===== src/rtl/pool_ctrl.sv =====
// pool_ctrl
//   Fused ReLU + max-pool stage between the conv1 output RAM and the conv2
//   input RAM. Scans each POOLxPOOL window per channel through a 1-cycle
//   latency read port, keeps a running signed max seeded at 0 (the ReLU),
//   and writes one pooled byte per output element. Both maps are HWC ordered.
//
// Ports
//   clk      : system clock, rising edge
//   reset    : synchronous, active-low
//   en_ctrl  : run enable level from the controller
//   r_addr   : read address into conv output RAM (registered)
//   r_data   : signed read data, valid one cycle after r_addr
//   w_addr   : write address into next-layer RAM (registered)
//   w_data   : pooled value (registered)
//   en_write : write strobe, one cycle per output element (registered)
//   busy     : high in READ / DRAIN / WRITE
//   finish   : held high in DONE (registered)
module pool_ctrl #(
    parameter int DIM_IN  = 32,
    parameter int DIM_OUT = 16,
    parameter int CH      = 32,
    parameter int POOL    = 2,
    parameter int STRIDE  = 2
) (
    input  logic        clk,
    input  logic        reset,
    input  logic        en_ctrl,
    output logic [15:0] r_addr,
    input  logic [7:0]  r_data,
    output logic [15:0] w_addr,
    output logic [7:0]  w_data,
    output logic        en_write,
    output logic        busy,
    output logic        finish
);

    typedef enum logic [2:0] {IDLE, READ, DRAIN, WRITE, DONE} state_t;

    state_t             state;
    logic [15:0]        c, ox, oy, wx, wy;
    logic signed [7:0]  acc;

    logic signed [7:0]  rd_s;
    logic signed [7:0]  acc_max;
    logic [15:0]        n_c, n_ox, n_oy, n_wx, n_wy;
    logic               last_k, last_elem;

    // Products are formed in 32-bit int and truncated to the 16-bit bus.
    function automatic logic [15:0] in_addr(input logic [15:0] oy_i, ox_i, c_i, wy_i, wx_i);
        int y, x;
        y = int'(oy_i) * STRIDE + int'(wy_i);
        x = int'(ox_i) * STRIDE + int'(wx_i);
        return 16'((y * DIM_IN + x) * CH + int'(c_i));
    endfunction

    function automatic logic [15:0] out_addr(input logic [15:0] oy_i, ox_i, c_i);
        return 16'((int'(oy_i) * DIM_OUT + int'(ox_i)) * CH + int'(c_i));
    endfunction

    assign rd_s    = r_data;
    assign acc_max = (rd_s > acc) ? rd_s : acc;
    assign busy    = (state == READ) || (state == DRAIN) || (state == WRITE);

    // Next window position (wx fastest) and next output element (c, ox, oy).
    always_comb begin
        n_wx   = wx + 16'd1;
        n_wy   = wy;
        last_k = 1'b0;
        if (wx == 16'(POOL - 1)) begin
            n_wx = 16'd0;
            n_wy = wy + 16'd1;
            last_k = (wy == 16'(POOL - 1));
        end

        n_c  = c + 16'd1;
        n_ox = ox;
        n_oy = oy;
        if (c == 16'(CH - 1)) begin
            n_c = 16'd0;
            if (ox == 16'(DIM_OUT - 1)) begin
                n_ox = 16'd0;
                n_oy = oy + 16'd1;
            end else begin
                n_ox = ox + 16'd1;
            end
        end
        last_elem = (c == 16'(CH - 1)) && (ox == 16'(DIM_OUT - 1)) && (oy == 16'(DIM_OUT - 1));
    end

    always_ff @(posedge clk) begin
        if (!reset) begin
            state    <= IDLE;
            c        <= '0;
            ox       <= '0;
            oy       <= '0;
            wx       <= '0;
            wy       <= '0;
            acc      <= '0;
            r_addr   <= '0;
            w_addr   <= '0;
            w_data   <= '0;
            en_write <= 1'b0;
            finish   <= 1'b0;
        end else begin
            case (state)
                IDLE: begin
                    en_write <= 1'b0;
                    finish   <= 1'b0;
                    if (en_ctrl) begin
                        state  <= READ;
                        c      <= '0;
                        ox     <= '0;
                        oy     <= '0;
                        wx     <= '0;
                        wy     <= '0;
                        acc    <= '0;
                        r_addr <= in_addr(16'd0, 16'd0, 16'd0, 16'd0, 16'd0);
                    end
                end

                READ: begin
                    if (!en_ctrl) begin
                        state  <= IDLE;
                        c      <= '0;
                        ox     <= '0;
                        oy     <= '0;
                        wx     <= '0;
                        wy     <= '0;
                        acc    <= '0;
                        r_addr <= '0;
                        w_addr <= '0;
                        w_data <= '0;
                    end else begin
                        // r_data lags r_addr by one cycle: nothing valid yet in k=0.
                        if (!(wx == 16'd0 && wy == 16'd0))
                            acc <= acc_max;
                        if (last_k) begin
                            state <= DRAIN;
                        end else begin
                            wx     <= n_wx;
                            wy     <= n_wy;
                            r_addr <= in_addr(oy, ox, c, n_wy, n_wx);
                        end
                    end
                end

                DRAIN: begin
                    if (!en_ctrl) begin
                        state  <= IDLE;
                        c      <= '0;
                        ox     <= '0;
                        oy     <= '0;
                        wx     <= '0;
                        wy     <= '0;
                        acc    <= '0;
                        r_addr <= '0;
                        w_addr <= '0;
                        w_data <= '0;
                    end else begin
                        // Last window element lands here; fold it straight into the write.
                        acc      <= acc_max;
                        w_data   <= acc_max;
                        w_addr   <= out_addr(oy, ox, c);
                        en_write <= 1'b1;
                        state    <= WRITE;
                    end
                end

                WRITE: begin
                    en_write <= 1'b0;
                    acc      <= '0;
                    wx       <= '0;
                    wy       <= '0;
                    if (!en_ctrl) begin
                        state  <= IDLE;
                        c      <= '0;
                        ox     <= '0;
                        oy     <= '0;
                        r_addr <= '0;
                        w_addr <= '0;
                        w_data <= '0;
                    end else if (last_elem) begin
                        state  <= DONE;
                        finish <= 1'b1;
                    end else begin
                        state  <= READ;
                        c      <= n_c;
                        ox     <= n_ox;
                        oy     <= n_oy;
                        r_addr <= in_addr(n_oy, n_ox, n_c, 16'd0, 16'd0);
                    end
                end

                DONE: begin
                    en_write <= 1'b0;
                    if (!en_ctrl) begin
                        state  <= IDLE;
                        finish <= 1'b0;
                        c      <= '0;
                        ox     <= '0;
                        oy     <= '0;
                        r_addr <= '0;
                        w_addr <= '0;
                        w_data <= '0;
                    end
                end

                default: state <= IDLE;
            endcase
        end
    end

endmodule


===== config.mk =====
export PLATFORM = sky130hd
export DESIGN_NAME = pool_ctrl
export DESIGN_NICKNAME = d
export VERILOG_FILES = /design/src/rtl/pool_ctrl.sv
export SDC_FILE = /design/constraint.sdc
export NUM_CORES = 1
export LEC_CHECK = 0
export BUFFER_PORTS_ARGS = -buffer_cell sky130_fd_sc_hd__buf_4
export CAP_MARGIN = 20
export CORE_ASPECT_RATIO = 1.5
export CORE_MARGIN = 2
export CORE_UTILIZATION = 56
export CTS_CLUSTER_SIZE = 25
export DETAILED_ROUTE_END_ITERATION = 10
export PLACE_DENSITY = 0.77
export SLEW_MARGIN = 0
export SYNTH_ARGS = -nofsm -noshare
export SYNTH_HDL_FRONTEND = slang
export SYNTH_SLANG_ARGS = --single-unit

===== constraint.sdc =====
create_clock -name clk -period 4.1 [get_ports clk]
set_input_delay 1.23 -clock clk [delete_from_list [all_inputs] [get_ports clk]]
set_output_delay 1.23 -clock clk [all_outputs]
set_load 0.03 [all_outputs]

==> results of run 1 <==
-- sequential cells by signal, summed over array words and instances, names as in the netlist --
name / flops
acc: 8
ox: 16
state: 3
wx: 16
w_addr: 16
c: 16
oy: 16
wy: 16
en_write: 1
finish: 1
w_data: 8
r_addr: 16
-- cells in the final DEF, fill, tap and decap left out, drive strengths merged, types with 20 or more instances in the layout --
cell and count:
a21oi 54, a22oi 33, and2 20, buf 147, dfxtp 133, ha 72
inv 73, nand2 104, nand3 48, nor2 89, nor2b 49, nor3 25
o21ai 62, xnor2 69, xor2 42
-- cells in the mapped netlist (3+ instances only) --
| library cell | n |
|---|---|
| o21bai_1 | 11 |
| xnor2_1 | 69 |
| nor2_1 | 89 |
| o211a_1 | 4 |
| a21oi_1 | 54 |
| a22o_1 | 3 |
| o21ai_1 | 11 |
| and3_1 | 18 |
| nor3b_1 | 3 |
| nor2b_1 | 49 |
| inv_1 | 66 |
| o21ai_0 | 50 |
| a21boi_1 | 12 |
| fa_1 | 12 |
| dfxtp_1 | 133 |
| o211ai_1 | 10 |
| and4_1 | 8 |
| nand2b_1 | 4 |
| a21boi_0 | 5 |
| a22oi_1 | 33 |
| a21o_1 | 14 |
| o31ai_1 | 8 |
| clkbuf_1 | 36 |
| o21a_1 | 7 |
| nand3_1 | 48 |
| nand2_1 | 104 |
| or2_1 | 3 |
| buf_2 | 10 |
| nand4_1 | 15 |
| or3_1 | 18 |
| ha_1 | 72 |
| and2_1 | 20 |
| nor4_1 | 13 |
| o32ai_1 | 8 |
| nor3_1 | 24 |
| xor2_1 | 42 |
-- timing repair --
item | 4_1_cts | 5_1_grt
endpoints found under the setup margin | 3 | 3
resized for setup | 21 | 11
pin swaps | 9 | 9
setup buffers | 3 | 5
-- per-stage QoR --
stage / instances / total power, mW / hold slack, ns / setup slack [ns] / util (%)
2_1_floorplan: 1132 / 1.45 / 0.451 / 0.00318 / -
3_3_place_gp: 1426 / 1.51 / 0.442 / -0.187 / 63.9
3_5_place_dp: 1426 / 1.52 / 0.449 / -0.190 / 63.9
4_1_cts: 1461 / 2.94 / 0.457 / -0.0570 / 68.1
5_1_grt: 1467 / 3.01 / 0.484 / -0.472 / 68.7
6_report: 1467 / 2.94 / 0.455 / -0.259 / 68.7
-- power by group --
group / internal, mW / switching, mW
logic: 0.0676 / 0.123
registers: 1.30 / 0.00664
clock network: 0.790 / 0.657
-- kinds of logic after synthesis --
logic type               count (synthesis)  share of synthesized area, %
AND/OR/NAND/NOR                        433                          24.5
AO/OA/AOI/OAI                          251                          17.9
flip-flops                             133                          29.0
buffers and inverters                  116                          5.00
XOR/XNOR                               113                          11.1
adder cells (fa/ha/maj)                 84                          12.4
multiplexers                             2                         0.218
-- layer usage --
layer / vias up / GRT usage, % / part of all wire [%]
li1: 4212 / - / -
met1: 4174 / 33.4 / 37
met2: 340 / 53.8 / 50
met3: 131 / 5.48 / 5.3
met4: 0 / 20.6 / 7.3
met5: - / 0 / 0
-- path summary, 6_finish.rpt --
| kind | end | cells after the start |
|---|---|---|
| setup / recovery | r_addr[14] | 20 |
| hold / removal | r_addr[9] | 2 |
| setup reg to reg | r_addr[14] | 20 |
| hold reg to reg | r_addr[9] | 2 |
-- worst min-delay path: stages, from the launching register on --
cell and delay, ns:
dfxtp_1 0.31, nand2_1 0.05, a21boi_1 0.05
-- cell type report --
cell class	instances	area (µm²)	share of cell area (%)
multi-input cells	883	6240	56.4
inverters	66	248	2.24
flip-flops and latches	133	2670	24.1
repair buffers	147	1100	9.97
well taps	206	258	2.33
clock inverters	14	119	1.07
clock buffers	18	429	3.88
==> results_tabular.tex, run 1 <==
\begin{tabular}{lr}
\hline
Metric & Value \\
\hline
\multicolumn{2}{l}{\textbf{Critical path}} \\
Worst R2R Setup Slack & -0.26 ns \\
CP Buf/Inv Count & 3 \\
Crit path capture type & register \\
Top delay family on crit path & adder cells \\
Crit Reg-Reg Startpoint & wx[1] \\
Critical Path Source & wx[1] \\
CP Data Arrival Time & 4.69 ns \\
Cell seen most often among critical-path stages & inv\_2 \\
Startpoint types & register \\
Slowest cell delay on critical path & 0.52 ns \\
Crit path max-delay cell type & fa\_1 \\
Category of the most critical setup path & reg2reg \\
Critical path cell sequence & inv\_2 -> ha\_4 -> nor3b\_4 -> and4\_4 -> nand2\_2 -> o21ai\_2 -> ha\_2 -> inv\_2 -> fa\_1 -> fa\_1 -> inv\_2 -> ha\_4 -> xnor2\_2 -> ha\_2 -> or3\_4 -> o21bai\_1 -> a31oi\_1 -> xor2\_1 -> mux2i\_1 -> a32o\_1 \\
Worst-path fanout max & 4 \\
Critical path data required time & 4.43 ns \\
\multicolumn{2}{l}{\textbf{Floorplanning}} \\
Horizontal die dimension & 109 µm \\
Height of the die & 161 µm \\
Initial cell density of the core & 57.0\% \\
Floorplan die area & 17500 µm² \\
Top-level port count & 54 \\
\# rows & 57 \\
Core area & 16100 µm² \\
\multicolumn{2}{l}{\textbf{Global routing}} \\
Antenna violations before repair & 0 \\
Global-route wire length before repair & 41900 µm \\
Leftover overflow at the end of global routing & 0 \\
Number of global-route vias before repair & 8503 \\
GR Util All Layers & 30.9\% \\
Maximum number of pins on one net before global-route repair & 67 \\
\multicolumn{2}{l}{\textbf{CTS}} \\
Clock tree from TritonCTS & yes \\
Clock root buffer & clkbuf\_16 \\
Hold buffers post-CTS & 0 \\
Clock-pin slew of the registers on the worst-case setup and hold paths & 0.06 ns \\
H-tree depth & 4 \\
TritonCTS sink count & 133 \\
Number of clock buffers inserted by TritonCTS & 17 \\
Clk Latency, worst-skew pair & 0.44 ns \\
Number of buffers on the longest clock path & 2 \\
\multicolumn{2}{l}{\textbf{Status}} \\
Failing checks & negative setup slack \\
Outcome & finished with violations \\
\multicolumn{2}{l}{\textbf{STA}} \\
Final worst path period share & 106\% \\
Clock period minus worst slack & 4.36 ns \\
Setup total negative slack & -0.570 ns \\
Worst clock skew & 0.00844 ns \\
Slew HR & 25.4\% \\
Final hold violations & 0 \\
Final setup slack of the worst path & -0.259 ns \\
Fin. max-slew vios & 0 \\
RSZ-0062 raised after global routing & true \\
Highest attainable clock frequency & 229 MHz \\
Slew at the pin closest to its max-slew limit & 1.11 ns \\
Setup violations, final & 3 \\
\multicolumn{2}{l}{\textbf{Yosys}} \\
Instance count of the mapped netlist & 1132 \\
Netlist cell types & 73 \\
Top post-synthesis cells by area & dfxtp\_1 29\%, ha\_1 9.8\%, xnor2\_1 6.6\% \\
Synthesized area & 9190 µm² \\
Total number of yosys warnings & 0 \\
Post-synth EDFFs & 0 \\
Avg Cell Area, Syn & 8.12 µm² \\
Primary FF master, synth & dfxtp\_1 \\
Flops \& latches, synth & 133 \\
Share of flip-flops with an asynchronous set or reset & 0\% \\
Sequential-to-total area share from yosys stat & 29.0\% \\
Net count of the mapped netlist & 1227 \\
Most area-hungry cell type in the Yosys netlist & dfxtp\_1 \\
Area share of the largest cell type after synthesis & 29.0\% \\
\multicolumn{2}{l}{\textbf{Power and ir drop}} \\
Power per unit of standard cell area & 266 nW/µm² \\
Worst IR Drop VDD & 0.213 mV \\
Leakage component of the power & 4.72 nW \\
\multicolumn{2}{l}{\textbf{Hold path}} \\
HP Start & r\_addr[9] \\
Type of the tightest min-delay check & reg2reg \\
\multicolumn{2}{l}{\textbf{Placement}} \\
Post-Place Cell Area & 10300 µm² \\
DP HPWL & 19700 µm \\
Count of buffers from port buffering & 53 \\
Routability congestion estimate from global placement & 0.963 \\
\multicolumn{2}{l}{\textbf{Layout}} \\
Number of nets in the final layout & 1343 \\
Proportion of layout cells with a drive suffix above 1 & 17.5\% \\
Final design area excluding fillers & 11100 µm² \\
Growth of design area from synthesis to finish & 20.4\% \\
Number of antenna repair diodes & 0 \\
Count of filler cells inserted in the layout & 1301 \\
\multicolumn{2}{l}{\textbf{Routing}} \\
Via count normalized by instance count & 6.04 \\
DRC violation count after routing & 0 \\
Drt pass-1 iters & 5 \\
Drt wl/cell & 18.3 µm \\
ANT nets after route & 0 \\
Drt total wl & 26900 µm \\
Via Count & 8857 \\
Initial drt markers & 746 \\
\multicolumn{2}{l}{\textbf{Flow run}} \\
Number of maximum-capacitance constraint violations & 0 \\
\hline
\end{tabular}
Note: power is estimated with default switching activity, not from simulation.
==> run 2: changes to the inputs <==
--- a/config.mk
+++ b/config.mk
@@ -7,7 +7,7 @@
 export LEC_CHECK = 0
 export BUFFER_PORTS_ARGS = -buffer_cell sky130_fd_sc_hd__buf_4
 export CAP_MARGIN = 20
-export CORE_ASPECT_RATIO = 1.5
+export CORE_ASPECT_RATIO = 0.7
 export CORE_MARGIN = 2
 export CORE_UTILIZATION = 56
 export CTS_CLUSTER_SIZE = 25
==> run 2 against run 1 <==
- the run still ends with negative setup slack left
- largest cell class unchanged
- largest power group unchanged
- sequential power about the same
- critical path type unchanged
- clock power about the same
- first-iteration DRC count up 28%
- highest routed layer unchanged
- non-clock buffer count up 6
- core utilization up 0.082 points
- critical endpoint unchanged
- count of clock-buffer cells in the layout up 1
- worst hold slack worse by 0.0038 ns
==> results_tabular.tex, run 2 (synthesis gave the netlist of run 1 again) <==
\begin{tabular}{lr}
\hline
Metric & Value \\
\hline
\multicolumn{2}{l}{\textbf{Critical path}} \\
Critical path data required time & 4.43 ns \\
Startpoint types & register \\
Crit path capture type & register \\
Category of the most critical setup path & reg2reg \\
CP Data Arrival Time & 4.70 ns \\
Worst R2R Setup Slack & -0.28 ns \\
Crit Reg-Reg Startpoint & wx[5] \\
Worst-path fanout max & 3 \\
Critical Path Source & wx[5] \\
\multicolumn{2}{l}{\textbf{Placement}} \\
Routability congestion estimate from global placement & 0.967 \\
DP HPWL & 19700 µm \\
Post-Place Worst Slack & -0.361 ns \\
Placed insts & 1452 \\
Count of buffers from port buffering & 53 \\
\multicolumn{2}{l}{\textbf{Global routing}} \\
Maximum number of pins on one net before global-route repair & 67 \\
Leftover overflow at the end of global routing & 0 \\
Antenna violations before repair & 0 \\
GR met2 Demand/Resource & 45.4\% \\
Global-route wire length before repair & 43300 µm \\
GR Util All Layers & 31.7\% \\
Number of global-route vias before repair & 8307 \\
Global-route track usage on met3 & 9.58\% \\
Routing layer with the top usage in global route & met1 \\
Met1 GRT Util & 46.3\% \\
\multicolumn{2}{l}{\textbf{Routing}} \\
Via Count & 8765 \\
Via count normalized by instance count & 5.87 \\
DRC violation count after routing & 0 \\
Initial drt markers & 953 \\
Drt total wl & 27200 µm \\
ANT nets after route & 0 \\
Drt pass-1 iters & 6 \\
Drt wl/cell & 18.2 µm \\
\multicolumn{2}{l}{\textbf{Status}} \\
Outcome & finished with violations \\
Failing checks & negative setup slack \\
\multicolumn{2}{l}{\textbf{Power and ir drop}} \\
Comb pwr share & 6.5\% \\
Internal power contribution & 2.19 mW \\
Power per unit of standard cell area & 268 nW/µm² \\
Net Sw Power & 794 µW \\
Sequential share of power & 43.7\% \\
Switching part of the total & 26.6\% \\
Leakage component of the power & 4.76 nW \\
Worst IR Drop VDD & 0.237 mV \\
Fraction of power consumed by the clock network & 49.8\% \\
\multicolumn{2}{l}{\textbf{STA}} \\
Slew at the pin closest to its max-slew limit & 0.922 ns \\
Worst clock skew & 0.00848 ns \\
Slew HR & 38.3\% \\
Setup total negative slack & -0.743 ns \\
Final worst path period share & 107\% \\
RSZ-0062 raised after global routing & true \\
Fin. max-slew vios & 0 \\
Clock period minus worst slack & 4.38 ns \\
Highest attainable clock frequency & 229 MHz \\
Setup violations, final & 3 \\
Hold\_ws & 0.451 ns \\
Final setup slack of the worst path & -0.276 ns \\
Final hold violations & 0 \\
\multicolumn{2}{l}{\textbf{Floorplanning}} \\
Floorplan die area & 17500 µm² \\
Core area & 16200 µm² \\
Initial cell density of the core & 56.7\% \\
Height of the die & 111 µm \\
Top-level port count & 54 \\
\# rows & 39 \\
Horizontal die dimension & 157 µm \\
\multicolumn{2}{l}{\textbf{Layout}} \\
Highest-count cells in the layout ignoring fill and taps & 153 x buf\_4, 130 x dfxtp\_1, 103 x nand2\_1 \\
Proportion of layout cells with a drive suffix above 1 & 18.0\% \\
Non-filler cells, final & 1492 \\
Number of antenna repair diodes & 0 \\
Most common cell after layout, fill and taps aside & buf\_4 \\
Growth of design area from synthesis to finish & 21.2\% \\
Number of nets in the final layout & 1349 \\
Count of filler cells inserted in the layout & 1301 \\
\multicolumn{2}{l}{\textbf{CTS}} \\
Clk Latency, worst-skew pair & 0.44 ns \\
H-tree depth & 4 \\
Clock root buffer & clkbuf\_16 \\
TritonCTS sink count & 133 \\
Number of buffers on the longest clock path & 2 \\
Clock-pin slew of the registers on the worst-case setup and hold paths & 0.06 ns \\
Number of clock buffers inserted by TritonCTS & 17 \\
Clock tree from TritonCTS & yes \\
Hold buffers post-CTS & 0 \\
\multicolumn{2}{l}{\textbf{Hold path}} \\
HP Start & r\_addr[10] \\
Type of the tightest min-delay check & reg2reg \\
\multicolumn{2}{l}{\textbf{Flow run}} \\
Number of maximum-capacitance constraint violations & 0 \\
\hline
\end{tabular}
==> run 2: cell count changes in the layout (fill, tap and decap cells not counted), sizes merged <==
cell,change
clkbuf,+1
inv,+1
clkinv,-2
buf,+6
==> run 2: critical path: stages, from the launching register on <==
cell and delay [ns]:
dfxtp_2 0.33, nor4_4 0.27, buf_4 0.17, and4_4 0.23
and2_4 0.15, o21ai_2 0.06, ha_2 0.32, inv_1 0.05
fa_1 0.48, inv_1 0.04, ha_1 0.33, a21oi_1 0.30
xnor2_2 0.11, ha_2 0.20, or3_4 0.39, o21bai_4 0.18
a31oi_1 0.19, xor2_1 0.15, mux2i_1 0.08, a32o_1 0.24
==> run 2: area by class of cell <==
cell class | count | area, µm² | share of cell area, %
Inverter | 66 | 248 | 2.22
Clock buffer | 19 | 453 | 4.07
Clock inverter | 13 | 113 | 1.01
Timing Repair Buffer | 153 | 1150 | 10.3
Sequential cell | 133 | 2670 | 23.9
Multi-Input combinational cell | 883 | 6230 | 55.9
Tap cell | 225 | 282 | 2.53
==> run 2: layer usage <==
| layer | routed length (µm) | share of wire (%) | vias up |
|---|---|---|---|
| met5 | 0 | 0 | - |
| met4 | 537 | 2.0 | 0 |
| met3 | 2830 | 10 | 52 |
| met2 | 11400 | 42 | 392 |
| met1 | 12400 | 46 | 4110 |
| li1 | - | - | 4211 |
==> run 2: worst paths after layout <==
kind	to	cells after the start
worst max-delay path	r_addr[14]	19
worst min-delay path	r_addr[10]	2
worst max register to register	r_addr[14]	19
worst min register to register	r_addr[10]	2
==> run 2: through the flow <==
stage          power, mW  utilization [%]  cell area [µm²]
2_1_floorplan       1.45                -             9230
3_3_place_gp        1.51             64.1            10400
3_5_place_dp        1.52             64.1            10400
4_1_cts             2.98             68.0            11000
5_1_grt             3.07             68.7            11100
6_report            2.98             68.7            11100
==> run 2: what timing repair did <==
item | CTS | global route
setup endpoints to repair | 3 | 3
gates resized for setup | 13 | 14
setup buffers | 3 | 4
pin swaps | 7 | 10
==> run 2: power groups by stage <==
stage	combinational [mW]	clock (mW)	sequential, mW
3_3_place_gp	0.180	0	1.33
6_report	0.194	1.48	1.30
2_1_floorplan	0.112	0	1.34
5_1_grt	0.208	1.56	1.30
3_5_place_dp	0.182	0	1.33
4_1_cts	0.186	1.49	1.30
